File: src/rtl/des_pkg.sv
`default_nettype none
// ============================================================================
// Module   : des_pkg
// Purpose  : Shared DES key-schedule constants: round count, shift schedule,
//            PC-1 / PC-2 bit tables (FIPS 46-3 numbering), their permutation
//            functions and the controller state encoding.
// Revision : 1.0 - initial release
// ============================================================================
package des_pkg;

    localparam int DES_ROUNDS = 16;

    // Left-rotate amount applied to C/D to form C(i+1)/D(i+1), index 0 = round 1
    localparam int SHIFT_SCHED [16] = '{1, 1, 2, 2, 2, 2, 2, 2, 1, 2, 2, 2, 2, 2, 2, 1};

    // PC-1: output bit i+1 takes key bit PC1_TABLE[i] (first 28 = C, last 28 = D)
    localparam int PC1_TABLE [56] = '{
        57, 49, 41, 33, 25, 17,  9,  1, 58, 50, 42, 34, 26, 18,
        10,  2, 59, 51, 43, 35, 27, 19, 11,  3, 60, 52, 44, 36,
        63, 55, 47, 39, 31, 23, 15,  7, 62, 54, 46, 38, 30, 22,
        14,  6, 61, 53, 45, 37, 29, 21, 13,  5, 28, 20, 12,  4
    };

    // PC-2: subkey bit i+1 takes CD bit PC2_TABLE[i]
    localparam int PC2_TABLE [48] = '{
        14, 17, 11, 24,  1,  5,  3, 28, 15,  6, 21, 10,
        23, 19, 12,  4, 26,  8, 16,  7, 27, 20, 13,  2,
        41, 52, 31, 37, 47, 55, 30, 40, 51, 45, 33, 48,
        44, 49, 39, 56, 34, 53, 46, 42, 50, 36, 29, 32
    };

    typedef enum logic [0:0] {
        IDLE = 1'b0,
        RUN  = 1'b1
    } state_t;

    // FIPS bit n of a vector is stored at [width-n], so the hex MSB is bit 1.
    function automatic logic [55:0] pc1(input logic [63:0] key);
        logic [55:0] w_res;
        w_res = '0;
        for (int i = 0; i < 56; i++) begin
            w_res[6'(55 - i)] = key[6'(64 - PC1_TABLE[i])];
        end
        return w_res;
    endfunction

    function automatic logic [47:0] pc2(input logic [55:0] cd);
        logic [47:0] w_res;
        w_res = '0;
        for (int i = 0; i < 48; i++) begin
            w_res[6'(47 - i)] = cd[6'(56 - PC2_TABLE[i])];
        end
        return w_res;
    endfunction

endpackage : des_pkg
`default_nettype wire

File: src/rtl/des_cd_rotate.sv
`default_nettype none
// ============================================================================
// Module   : des_cd_rotate
// Purpose  : Combinational 28-bit rotate of one DES key half by 1 or 2
//            positions. Left rotation moves FIPS bit 1 (the MSB) to the end.
//            Right rotation and its direction port exist only when
//            DES_KEY_DECRYPT_EN is defined.
// Revision : 1.0 - initial release
// ============================================================================
module des_cd_rotate
    import des_pkg::*;
(
    input  logic [27:0] din,
    input  logic        two,
`ifdef DES_KEY_DECRYPT_EN
    input  logic        right,
`endif
    output logic [27:0] dout
);

    // Select rotation amount (and direction when decryption is built in)
    always_comb begin
        dout = two ? {din[25:0], din[27:26]} : {din[26:0], din[27]};
`ifdef DES_KEY_DECRYPT_EN
        if (right) begin
            dout = two ? {din[1:0], din[27:2]} : {din[0], din[27:1]};
        end
`endif
    end

endmodule : des_cd_rotate
`default_nettype wire

File: src/rtl/des_key_sched.sv
`default_nettype none
// ============================================================================
// Module   : des_key_sched
// Purpose  : Sequential DES key-schedule controller. Applies PC-1 once on
//            start, steps C/D through the 16-round shift schedule and
//            presents one PC-2 subkey per accepted valid/ready beat.
//            DES_KEY_DECRYPT_EN adds the decrypt port (K16..K1 order with
//            right rotations); without it only encrypt order is built.
// Revision : 1.0 - initial release
// ============================================================================
module des_key_sched
    import des_pkg::*;
(
    input  logic        clk,
    input  logic        rst,
    input  logic        start,
    input  logic [63:0] key,
`ifdef DES_KEY_DECRYPT_EN
    input  logic        decrypt,
`endif
    output logic        busy,
    output logic        subkey_valid,
    input  logic        subkey_ready,
    output logic [47:0] subkey,
    output logic [3:0]  round,
    output logic        done
);

    localparam logic [3:0] c_LAST_ROUND = 4'(DES_ROUNDS - 1);

    state_t      r_state;
    state_t      w_state_next;
    logic [55:0] r_cd;
    logic [3:0]  r_round;
    logic        r_done;

    logic        w_accept;
    logic        w_beat;
    logic        w_last;
    logic [3:0]  w_shift_idx;
    logic [3:0]  w_round_next;
    logic [55:0] w_pc1;
    logic [55:0] w_rot_src;
    logic [55:0] w_rot_out;
    logic        w_rot_two;
    logic        w_dec;
    logic        w_dec_req;

`ifdef DES_KEY_DECRYPT_EN
    logic        r_dec;
    logic        w_rot_right;

    assign w_dec       = r_dec;
    assign w_dec_req   = decrypt;
    assign w_rot_right = (r_state == RUN) && r_dec;
`else
    assign w_dec       = 1'b0;
    assign w_dec_req   = 1'b0;
`endif

    assign w_accept = (r_state == IDLE) && start;
    assign w_beat   = (r_state == RUN) && subkey_ready;
    assign w_last   = w_dec ? (r_round == 4'd0) : (r_round == c_LAST_ROUND);
    assign w_pc1    = pc1(key);

    // Encrypt uses the shift that forms the next round; decrypt undoes the
    // shift that formed the current round.
    assign w_shift_idx = w_dec ? r_round : r_round + 4'd1;

    // In IDLE the rotator produces rotl(PC1(key), 1) for the first encrypt key
    always_comb begin
        w_rot_src = r_cd;
        w_rot_two = (SHIFT_SCHED[w_shift_idx] == 2);
        if (r_state == IDLE) begin
            w_rot_src = w_pc1;
            w_rot_two = 1'b0;
        end
    end

    // Next round index: down-count only exists with decryption built in
    always_comb begin
        w_round_next = r_round + 4'd1;
`ifdef DES_KEY_DECRYPT_EN
        if (r_dec) begin
            w_round_next = r_round - 4'd1;
        end
`endif
    end

    des_cd_rotate u_rot_c (
        .din   (w_rot_src[55:28]),
        .two   (w_rot_two),
`ifdef DES_KEY_DECRYPT_EN
        .right (w_rot_right),
`endif
        .dout  (w_rot_out[55:28])
    );

    des_cd_rotate u_rot_d (
        .din   (w_rot_src[27:0]),
        .two   (w_rot_two),
`ifdef DES_KEY_DECRYPT_EN
        .right (w_rot_right),
`endif
        .dout  (w_rot_out[27:0])
    );

    // State register
    always_ff @(posedge clk or posedge rst) begin
        if (rst) begin
            r_state <= IDLE;
        end else begin
            r_state <= w_state_next;
        end
    end

    // Next-state decode: start only matters in IDLE, final beat returns to IDLE
    always_comb begin
        w_state_next = r_state;
        case (r_state)
            IDLE:    if (start) w_state_next = RUN;
            RUN:     if (w_beat && w_last) w_state_next = IDLE;
            default: w_state_next = IDLE;
        endcase
    end

    // C/D, round counter and done pulse; all hold while the consumer stalls
    always_ff @(posedge clk or posedge rst) begin
        if (rst) begin
            r_cd    <= '0;
            r_round <= '0;
            r_done  <= 1'b0;
`ifdef DES_KEY_DECRYPT_EN
            r_dec   <= 1'b0;
`endif
        end else begin
            r_done <= w_beat && w_last;
            if (w_accept) begin
`ifdef DES_KEY_DECRYPT_EN
                r_dec   <= w_dec_req;
                r_cd    <= w_dec_req ? w_pc1 : w_rot_out;
                r_round <= w_dec_req ? c_LAST_ROUND : 4'd0;
`else
                r_cd    <= w_rot_out;
                r_round <= 4'd0;
`endif
            end else if (w_beat && !w_last) begin
                r_cd    <= w_rot_out;
                r_round <= w_round_next;
            end
        end
    end

    assign busy         = (r_state == RUN);
    assign subkey_valid = (r_state == RUN);
    assign subkey       = pc2(r_cd);
    assign round        = r_round;
    assign done         = r_done;

`ifndef DES_KEY_DECRYPT_EN
    logic w_unused;
    assign w_unused = w_dec_req;
`endif

endmodule : des_key_sched
`default_nettype wire

File: config.mk
export PLATFORM = sky130hd
export DESIGN_NAME = des_key_sched
export DESIGN_NICKNAME = d
export VERILOG_FILES = /design/src/rtl/des_pkg.sv /design/src/rtl/des_cd_rotate.sv /design/src/rtl/des_key_sched.sv
export SDC_FILE = /design/constraint.sdc
export NUM_CORES = 1
export LEC_CHECK = 0
export BUFFER_PORTS_ARGS = -buffer_cell sky130_fd_sc_hd__buf_2
export CORE_MARGIN = 4
export CORE_UTILIZATION = 48
export CTS_CLUSTER_DIAMETER = 80
export DETAILED_ROUTE_END_ITERATION = 8
export GPL_TIMING_DRIVEN = 0
export PLACE_DENSITY = 0.76
export SKIP_LAST_GASP = 1
export SYNTH_ARGS = -nofsm -noshare
export SYNTH_HDL_FRONTEND = slang
export SYNTH_HIERARCHICAL = 1
export SYNTH_SLANG_ARGS = --single-unit
export TNS_END_PERCENT = 1
File: constraint.sdc
create_clock -name clk -period 2.3 [get_ports clk]
set_input_delay 0.345 -clock clk [delete_from_list [all_inputs] [get_ports clk]]
set_output_delay 0.345 -clock clk [all_outputs]
set_load 0.05 [all_outputs]
Word-level counts from Yosys, hierarchy flattened --
Memories as Yosys holds them, arrays and structs flattened. Cells that the tools add are included.
Word-level totals: flip-flop bits (word level) 62, latch bits 0, memory bits (writable) 0, bits in read-only memories 512, logic and storage cells 30, memories kept 1
Memories:
- (no name shown) | depth 16, width 32, rd ports 1, clocked after memory_dff 0, wr ports 0, RTL line des_key_sched.sv:73 | w_rot_two = (SHIFT_SCHED[w_shift_idx] == 2);
Cells by class: add/subtract/negate cells 1, $mul 0, divide/modulo/power cells 0, magnitude comparators 1, equal/unequal tests 2, shift operators 0, mux-type cells 13, bitwise logic cells 2, reduce and logical (&&, ||, !) cells 6
Operator list (number):
- $mux 56 | 3
- $mux 32 | 2
- $mux 28 | 2
- $eq 32x3->1 const B | 1
- $mux 4 | 2
- $ge 5x5->1 const B | 1
- $not 4->5 | 1
- $add 4x1->4 const B | 1
- $eq 4x4->1 const B | 1
- $logic_and 1x1->1 | 4
- $mux 1 | 3
- $pmux 1 s2 | 1
- $reduce_bool 2->1 | 1
- $logic_not 1->1 | 1
- $not 1->1 | 1

Depth between registers and ports, before layout --
Gate-level depths: netlist of run 1.
depth in word-level cells 10, depth in mapped cells 9, mapped depth without buffers 7

Modules after synthesis --
Netlist of run 1, hierarchy kept.
Modules (own cells, without submodules):
- des_key_sched | times used 1, cells each 267, area an instance 3299.4 um^2, seq. area each 1551.5 um^2
- des_cd_rotate | times used 2, cells each 31, area an instance 441.7 um^2, seq. area each 0.0 um^2

Worst setup path after synthesis of run 1 --
OpenSTA, ideal clock, no wires.
path kind register to register, from register r_round[0] (netlist: round[0]), to register r_cd[10], arrival time 2454 ps, data required time 2175 ps, setup slack -278 ps, cell stages (with the launch flop) 10, buffers on the path 2, clock period less this slack 2578 ps, path through dfrtp_1 -> inv_1 -> ha_1 -> nor3b_1 -> a31oi_1 -> o221a_2 -> buf_6 -> buf_12 -> mux2_4 -> mux2_2
On the way: cells in the longest elaborated chain, start to end 10
RTL lines:
- start, declared | RTL line des_key_sched.sv:34 | logic [3:0] r_round;
- start signal, assigned | RTL line des_key_sched.sv:149 | r_round <= w_round_next;
- $add 4x1->4 * | RTL line des_key_sched.sv:68 | assign w_shift_idx = w_dec ? r_round : r_round + 4'd1;
- $not 4->5 (implied by the code) * | RTL line des_key_sched.sv:73
- $mem_v2 16x32 *
- $mux 32 (implied by the code) * (2 in a row) | RTL line des_key_sched.sv:73
- $eq 32x3->1 * | RTL line des_key_sched.sv:73
- $mux 1 * | RTL line des_key_sched.sv:74 | if (r_state == IDLE) begin
- net w_rot_two | RTL line des_key_sched.sv:45 | logic w_rot_two;
- $mux 28 * | RTL line des_cd_rotate.sv:23 | dout = two ? {din[25:0], din[27:26]} : {din[26:0], din[27]};
- net w_rot_out[10] | RTL line des_key_sched.sv:44 | logic [55:0] w_rot_out;
- $mux 56 | RTL line des_key_sched.sv:147 | end else if (w_beat && !w_last) begin
- $mux 56 * | RTL line des_key_sched.sv:138 | if (w_accept) begin
- end signal, assigned | RTL line des_key_sched.sv:144 | r_cd <= w_rot_out;
- end signal, assigned | RTL line des_key_sched.sv:148 | r_cd <= w_rot_out;
- end, declared | RTL line des_key_sched.sv:33 | logic [55:0] r_cd;
The timed path passes the listed nets; every way through them passes the cells marked *. The select of a mux whose other input is x is not followed. A chain may end at the register's enable or synchronous reset.

Worst setup path in the final report of run 1 --
from register r_round[0] (netlist: round[0]), to register r_cd[41]
Same word-level chain as after synthesis.

==> metrics.md, run 1 <==
| Metric | Value |
|---|---|
| Pre-Repair DR Iteration Count | `3` |
| CP Launch Type | `register` |
| Number of distinct standard cells referenced by the synthesized netlist | `32` |
| Data required time of the critical path | `2.50 ns` |
| Clock network latency to the later pin of the worst-skew pair | `0.32 ns` |
| Clock transition at the registers of the reported paths | `0.07 ns` |
| # IOs | `123` |
| Buffer and inverter count on the worst path | `3` |
| Critical path's largest stage delay | `0.43 ns` |
| Most common flop cell mapped by yosys | `sky130_fd_sc_hd__dfrtp_1` |
| Starting density of the core | `50.2%` |
| Fmax | `0.442 GHz` |
| Worst path depth | `9` |
| Crit-path max FO | `10` |
| Max-slew violation count | `0` |
| Setup Slack @ Placement | `-0.00332 ns` |
| Total gr overflow | `0` |
| Part of the Yosys area used for sequential elements | `37.1%` |
| Area of the core | `8340 um2` |
| Cell Chain, Critical Path | `inv_2 > ha_4 > nor3b_2 > a31oi_1 > o221a_2 > buf_8 > buf_12 > mux2_4 > mux2_4` |
| H-tree lvl count | `3` |
| Peak supply drop | `0.985 mV` |
| FF+latch count, synth | `62` |
| Type of destination of the critical path | `register` |
| Power density of the placed cells | `1510 nW/um2` |
| Tightest hold margin | `0.124 ns` |
| Total of fill cells in the finished design | `654` |
| Overall routed net length | `7580 um` |
| Worst Clk Skew | `0.00887 ns` |
| Number of violations of the max-capacitance limit | `0` |
| R2r setup slk | `0.04 ns` |
| Period utilisation layout | `98.3%` |
| Most frequent cell on the critical path | `sky130_fd_sc_hd__mux2_4` |
| CTS max path bufs | `2` |
| Wire length of the first global-routing pass | `12400 um` |
| DR DRC count | `0` |
| Type of the worst setup path | `register to register` |
| Floorplan die area | `10300 um2` |
| Post-synthesis cell area | `4180 um2` |
| Reg-to-reg critical path startpoint | `round[0]` |
| Synthesis Warnings | `6` |
| Total via count in the routed design | `2536` |
| Final hold vios | `0` |
| Total CTS buffers | `9` |
| Number of antenna cells inserted | `0` |
| Classification of the worst-slack hold path | `primary input to async pin` |
| Routed WL per cell | `14.2 um` |
| Height of the die | `101 um` |
| Hold bufs inserted after CTS | `0` |
| Number of enable flip-flop cells after synthesis | `0` |
| Synth async-reset ratio | `100%` |
| Cell area after layout | `5180 um2` |
| Cell family contributing the most delay on the critical path | `multiplexers` |
| Worst-margin pin slew | `0.706 ns` |
| Relative slew margins | `52.8%` |
| Arrival time worst endpoint | `2.46 ns` |
| Final ANT Viol Nets | `0` |
| Slowest cell on the critical path | `sky130_fd_sc_hd__dfrtp_2` |
| Vias per std cell | `4.74` |
| Combined area of the multi-input logic cells | `2300 um2` |
| Reg-to-reg critical path endpoint | `r_cd[41]` |
| Placer's final routability congestion estimate | `0.752` |
| Proportion of layout cells with a drive suffix above 1 | `65.1%` |
| Instance area at placement | `4840 um2` |
| Number of antenna violations at the first check in global routing | `0` |
| Run status | `finished, final reports clean` |
| Die X | `101 um` |
| Clock root buffer master | `sky130_fd_sc_hd__clkbuf_8` |
| # nets final | `495` |
| Number of global-route vias before repair | `2657` |
| Storage element area | `1550 um2` |
| Number of DRC markers after the initial detailed-route iteration | `67` |
| CTS tree | `done` |
| Minimum setup slack in the final design | `0.0380 ns` |
| Leakage component of the power | `2.83 nW` |
| Tot Pwr | `7.84 mW` |
| Total routing resource utilization after global routing | `15.2%` |
| Final setup violation count | `0` |
| Unrepaired setup endpoints after global routing | `true` |
| R2R depth | `9` |
| Area growth syn-to-layout | `23.8%` |
| Number of sinks on the clock net | `62` |
| Pin count of the biggest net entering global routing | `33` |
| Placed wire-length estimate after detailed placement | `5420 um` |
| Std cell rows | `33` |
| Post-synthesis average cell area | `12.7 um2` |
| Port bufs | `52` |
| Post-layout minimum cycle time | `2.26 ns` |
| Number of instances in the synthesized netlist | `329` |
[state kept, by name, summed over array words and instances, names as in the netlist]
signal,cells
done,1
round,4
r_cd,56
busy,1
[cell usage after synthesis (2+ instances only)]
cell / number / area share (%)
sky130_fd_sc_hd__mux2_2: 81 / 22
sky130_fd_sc_hd__dfrtp_1: 62 / 37
sky130_fd_sc_hd__buf_4: 53 / 9.5
sky130_fd_sc_hd__mux2_4: 47 / 17
sky130_fd_sc_hd__and2_1: 40 / 6.0
sky130_fd_sc_hd__clkbuf_1: 5 / 0.45
sky130_fd_sc_hd__inv_1: 5 / 0.45
sky130_fd_sc_hd__buf_12: 4 / 1.9
sky130_fd_sc_hd__buf_6: 4 / 1.1
sky130_fd_sc_hd__buf_2: 2 / 0.24
sky130_fd_sc_hd__ha_1: 2 / 0.60
sky130_fd_sc_hd__nand3_1: 2 / 0.24
sky130_fd_sc_hd__nor2_1: 2 / 0.18
sky130_fd_sc_hd__o22ai_1: 2 / 0.30
[layout make-up]
| type | count | area share [%] |
|---|---|---|
| clock buffer | 13 | 3.07 |
| timing repair buffer | 64 | 7.01 |
| buffer | 68 | 10.8 |
| multi-input combinational | 215 | 44.5 |
| tap | 105 | 2.54 |
| inverter | 5 | 0.362 |
| sequential | 62 | 30.0 |
| clock inverter | 3 | 1.74 |
[worst reg2reg max path, stage by stage, from the launching register on]
cell,delay [ns]
sky130_fd_sc_hd__dfrtp_2,0.43
sky130_fd_sc_hd__inv_2,0.07
sky130_fd_sc_hd__ha_4,0.20
sky130_fd_sc_hd__nor3b_2,0.15
sky130_fd_sc_hd__a31oi_1,0.15
sky130_fd_sc_hd__o221a_2,0.26
sky130_fd_sc_hd__buf_8,0.16
sky130_fd_sc_hd__buf_12,0.15
sky130_fd_sc_hd__mux2_4,0.30
sky130_fd_sc_hd__mux2_4,0.26
[layout by cell type, fill, tap and decap left out, drive strengths merged]
cell    Yosys  final
mux2      128    128
buf        63    127
dfrtp      62     62
and2       40     40
conb        1     22
clkbuf      5     18
inv         5      5
bufinv      0      3
o22ai       2      2
nand3       2      2
nor2        2      2
o21ai       2      2
ha          2      2
nand2       1      1
and3        1      1
nand2b      1      1
or2         1      1
mux2i       1      1
o31ai       1      1
a21oi       1      1
nor3        1      1
nor3b       1      1
a31oi       1      1
a21boi      1      1
and3b       1      1
a211oi      1      1
o221a       1      1
xnor2       1      1
[kinds of logic (layout without fill, tap and decap cells)]
family | count (synthesis) | in the layout | synth area share (%)
mux | 129 | 129 | 38.9
buf+inv | 73 | 153 | 13.6
flops | 62 | 62 | 37.1
simple gates | 51 | 51 | 7.57
compound gates | 10 | 10 | 1.88
fa+ha+maj | 2 | 2 | 0.598
other cells | 1 | 22 | 0.0897
xor+xnor | 1 | 1 | 0.209
[worst max path at each step]
stage / start / to / slack (ns)
after floorplan: round[0] / r_cd[52] / -0.06
after global placement: rst / round[0] / -0.63
after detailed placement: round[0] / r_cd[41] / -0.003
after CTS: round[1] / r_cd[41] / 0.02
after global routing: busy / r_cd[43] / -0.06
final: round[0] / r_cd[41] / 0.04
[metal layers]
layer | part of all wire, % | GRT usage [%] | routed length (um)
met5 | 0 | 0 | 0
met4 | 1.5 | 5.83 | 114
met3 | 4.7 | 4.13 | 355
met2 | 47 | 24.7 | 3570
met1 | 47 | 19.3 | 3540
[report_power, final]
part           switching (mW)  internal (mW)
registers               0.266           1.49
clock network           0.409          0.781
logic                    2.20           2.69
total                    2.88           4.96
[stage by stage]
stage	instances	TNS (ns)	util [%]
after floorplan	350	-2.33	-
after global placement	507	-26.79	57.7
after detailed placement	508	-0.00332	58.0
after CTS	526	0	61.2
after global routing	535	-1.67	62.1
final	535	0	62.1
[what timing repair did]
item | in CTS | in global routing
pin swaps | 0 | 1
setup endpoints to repair | 40 | 40
setup buffers | 2 | 9
gates resized for setup | 1 | 2
No activity file was read; power rests on OpenSTA's default activity.
==> inputs of run 2 (changes only) <==
--- a/config.mk
+++ b/config.mk
@@ -12,6 +12,7 @@
 export DETAILED_ROUTE_END_ITERATION = 8
 export GPL_TIMING_DRIVEN = 0
 export PLACE_DENSITY = 0.76
+export REMOVE_ABC_BUFFERS = 1
 export SKIP_LAST_GASP = 1
 export SYNTH_ARGS = -nofsm -noshare
 export SYNTH_HDL_FRONTEND = slang
==> metrics.md, run 2 (synthesis gave the netlist of run 1 again) <==
| Metric | Value |
|---|---|
| Total of fill cells in the finished design | `713` |
| Number of sinks on the clock net | `62` |
| Vias per std cell | `5.09` |
| Number of DRC markers after the initial detailed-route iteration | `82` |
| Total gr overflow | `0` |
| Reg-to-reg critical path endpoint | `r_cd[23]` |
| Clock root buffer master | `sky130_fd_sc_hd__clkbuf_8` |
| Area of the core | `8340 um2` |
| Relative slew margins | `46.8%` |
| Cell Chain, Critical Path | `inv_2 > ha_4 > nor3b_4 > a31oi_2 > o221a_4 > bufbuf_16 > mux2_4 > mux2_2` |
| Placed wire-length estimate after detailed placement | `4440 um` |
| Floorplan die area | `10300 um2` |
| Total CTS buffers | `9` |
| Die X | `101 um` |
| CTS tree | `done` |
| Wire length of the first global-routing pass | `12200 um` |
| Biggest register | `r_cd` |
| Worst Clk Skew | `0.0111 ns` |
| Leakage component of the power | `2.49 nW` |
| Final setup violation count | `16` |
| Cell family contributing the most delay on the critical path | `multiplexers` |
| Placer's final routability congestion estimate | `0.689` |
| Starting density of the core | `50.2%` |
| Unrepaired setup endpoints after global routing | `true` |
| Slowest cell on the critical path | `sky130_fd_sc_hd__dfrtp_2` |
| Total instance count after detailed placement | `444` |
| # nets final | `435` |
| Power density of the placed cells | `1620 nW/um2` |
| Total via count in the routed design | `2416` |
| Height of the die | `101 um` |
| Commonest cells after routing, fill and taps aside | `sky130_fd_sc_hd__mux2_2 (81), sky130_fd_sc_hd__dfrtp_1 (59), sky130_fd_sc_hd__buf_2 (52)` |
| Worst-margin pin slew | `0.797 ns` |
| Classification of the worst-slack hold path | `primary input to async pin` |
| Total routing resource utilization after global routing | `15.1%` |
| Port bufs | `52` |
| Data required time of the critical path | `2.53 ns` |
| H-tree lvl count | `3` |
| Std cell rows | `33` |
| Pre-Repair DR Iteration Count | `4` |
| CP Launch Type | `register` |
| Routed WL per cell | `15.5 um` |
| Reg-to-reg critical path startpoint | `round[0]` |
| R2R depth | `8` |
| Fmax | `0.430 GHz` |
| Max-slew violation count | `0` |
| Minimum setup slack in the final design | `-0.0259 ns` |
| CTS max path bufs | `2` |
| Crit-path max FO | `9` |
| # IOs | `123` |
| Period utilisation layout | `101%` |
| Post-layout minimum cycle time | `2.33 ns` |
| Clock network latency to the later pin of the worst-skew pair | `0.34 ns` |
| Number of antenna cells inserted | `0` |
| Proportion of layout cells with a drive suffix above 1 | `62.4%` |
| Flip-flop count of the largest register after layout | `56` |
| DR DRC count | `0` |
| Buffer and inverter count on the worst path | `2` |
| Commonest non-fill, non-tap cell in the layout | `sky130_fd_sc_hd__mux2_2` |
| Total negative setup slack | `-0.193 ns` |
| Run status | `finished, violations left` |
| R2r setup slk | `-0.03 ns` |
| Arrival time worst endpoint | `2.56 ns` |
| Peak supply drop | `0.977 mV` |
| Critical path's largest stage delay | `0.44 ns` |
| Number of antenna violations at the first check in global routing | `0` |
| Final ANT Viol Nets | `0` |
| Number of violations of the max-capacitance limit | `0` |
| Number of global-route vias before repair | `2483` |
| Clock transition at the registers of the reported paths | `0.07 ns` |
| Overall routed net length | `7360 um` |
| Final hold vios | `0` |
| Post-route non-filler standard cell count | `475` |
| Pin count of the biggest net entering global routing | `43` |
| Type of destination of the critical path | `register` |
| Violations in the final reports | `setup timing` |
| Type of the worst setup path | `register to register` |
| Area growth syn-to-layout | `14.2%` |
| Hold bufs inserted after CTS | `0` |
-- run 2: cell types whose count changed in the layout (fill, tap and decap cells not counted), sizes merged --
cell      change
bufbuf        +1
o221a         +2
clkinvlp      +1
bufinv        +1
clkinv        +1
clkbuf        -8
buf          -58
-- run 2: cell type report --
class                   count  area, um2  share of cell area [%]
multi-input cells         217       2250                    47.2
clock inverters             6        133                    2.78
repair buffers             70        546                    11.4
well taps                 105        131                    2.75
flip-flops and latches     62       1560                    32.6
inverters                   5       18.8                   0.393
clock buffers              10        138                    2.88
-- run 2: metal layers --
metal	track usage [%]	wire length (um)	share of wire (%)	vias up
met4	5.21	61	0.83	0
met1	21.0	3380	46	1204
met2	23.2	3570	49	54
li1	-	-	-	1154
met3	3.58	341	4.6	4
met5	0	0	0	-
-- run 2: power breakdown --
| part | leakage (nW) | switching (mW) | internal [mW] |
|---|---|---|---|
| clock network | 0.132 | 0.437 | 0.857 |
| registers | 0.823 | 0.290 | 1.49 |
| logic | 1.53 | 2.23 | 2.45 |
| total | 2.49 | 2.96 | 4.80 |
-- run 2: metrics by stage --
step	power (mW)	setup slack, ns	util (%)	instance area [um2]	hold WS, ns
final	7.76	-0.0259	57.3	4780	0.157
after global routing	8.19	-0.0778	57.3	4780	0.207
after CTS	7.70	-0.0212	56.7	4730	0.183
after detailed placement	5.65	-0.427	50.7	4230	0.488
after global placement	5.48	-1.82	49.2	4100	0.482
after floorplan	4.92	-1.57	-	3710	0.470
-- run 2: worst max-delay path by stage --
| stage | cells after the start | endpoint | slack [ns] | startpoint |
|---|---|---|---|---|
| finish | 8 | r_cd[23] | -0.03 | round[0] |
| global route | 8 | r_cd[40] | -0.08 | round[0] |
| CTS | 8 | r_cd[37] | -0.02 | round[1] |
| detailed placement | 7 | r_cd[27] | -0.43 | round[0] |
| global placement | 3 | r_cd[25] | -1.82 | busy |
| floorplan | 3 | r_cd[0] | -1.57 | busy |
-- run 2: timing repair --
| item | CTS | global route |
|---|---|---|
| gates cloned | 4 | 1 |
| pin swaps | 3 | 1 |
| resized for setup | 17 | 4 |
| endpoints found under the setup margin | 56 | 56 |
| setup buffers | 9 | 2 |
-- run 2: worst register-to-register path, delay by kind of cell (launching register included) --
family          cells  cell delay (ns)
compound gates      2             0.45
mux                 2             0.57
flops               1             0.44
simple gates        1             0.15
fa+ha+maj           1             0.21
buf+inv             2             0.40
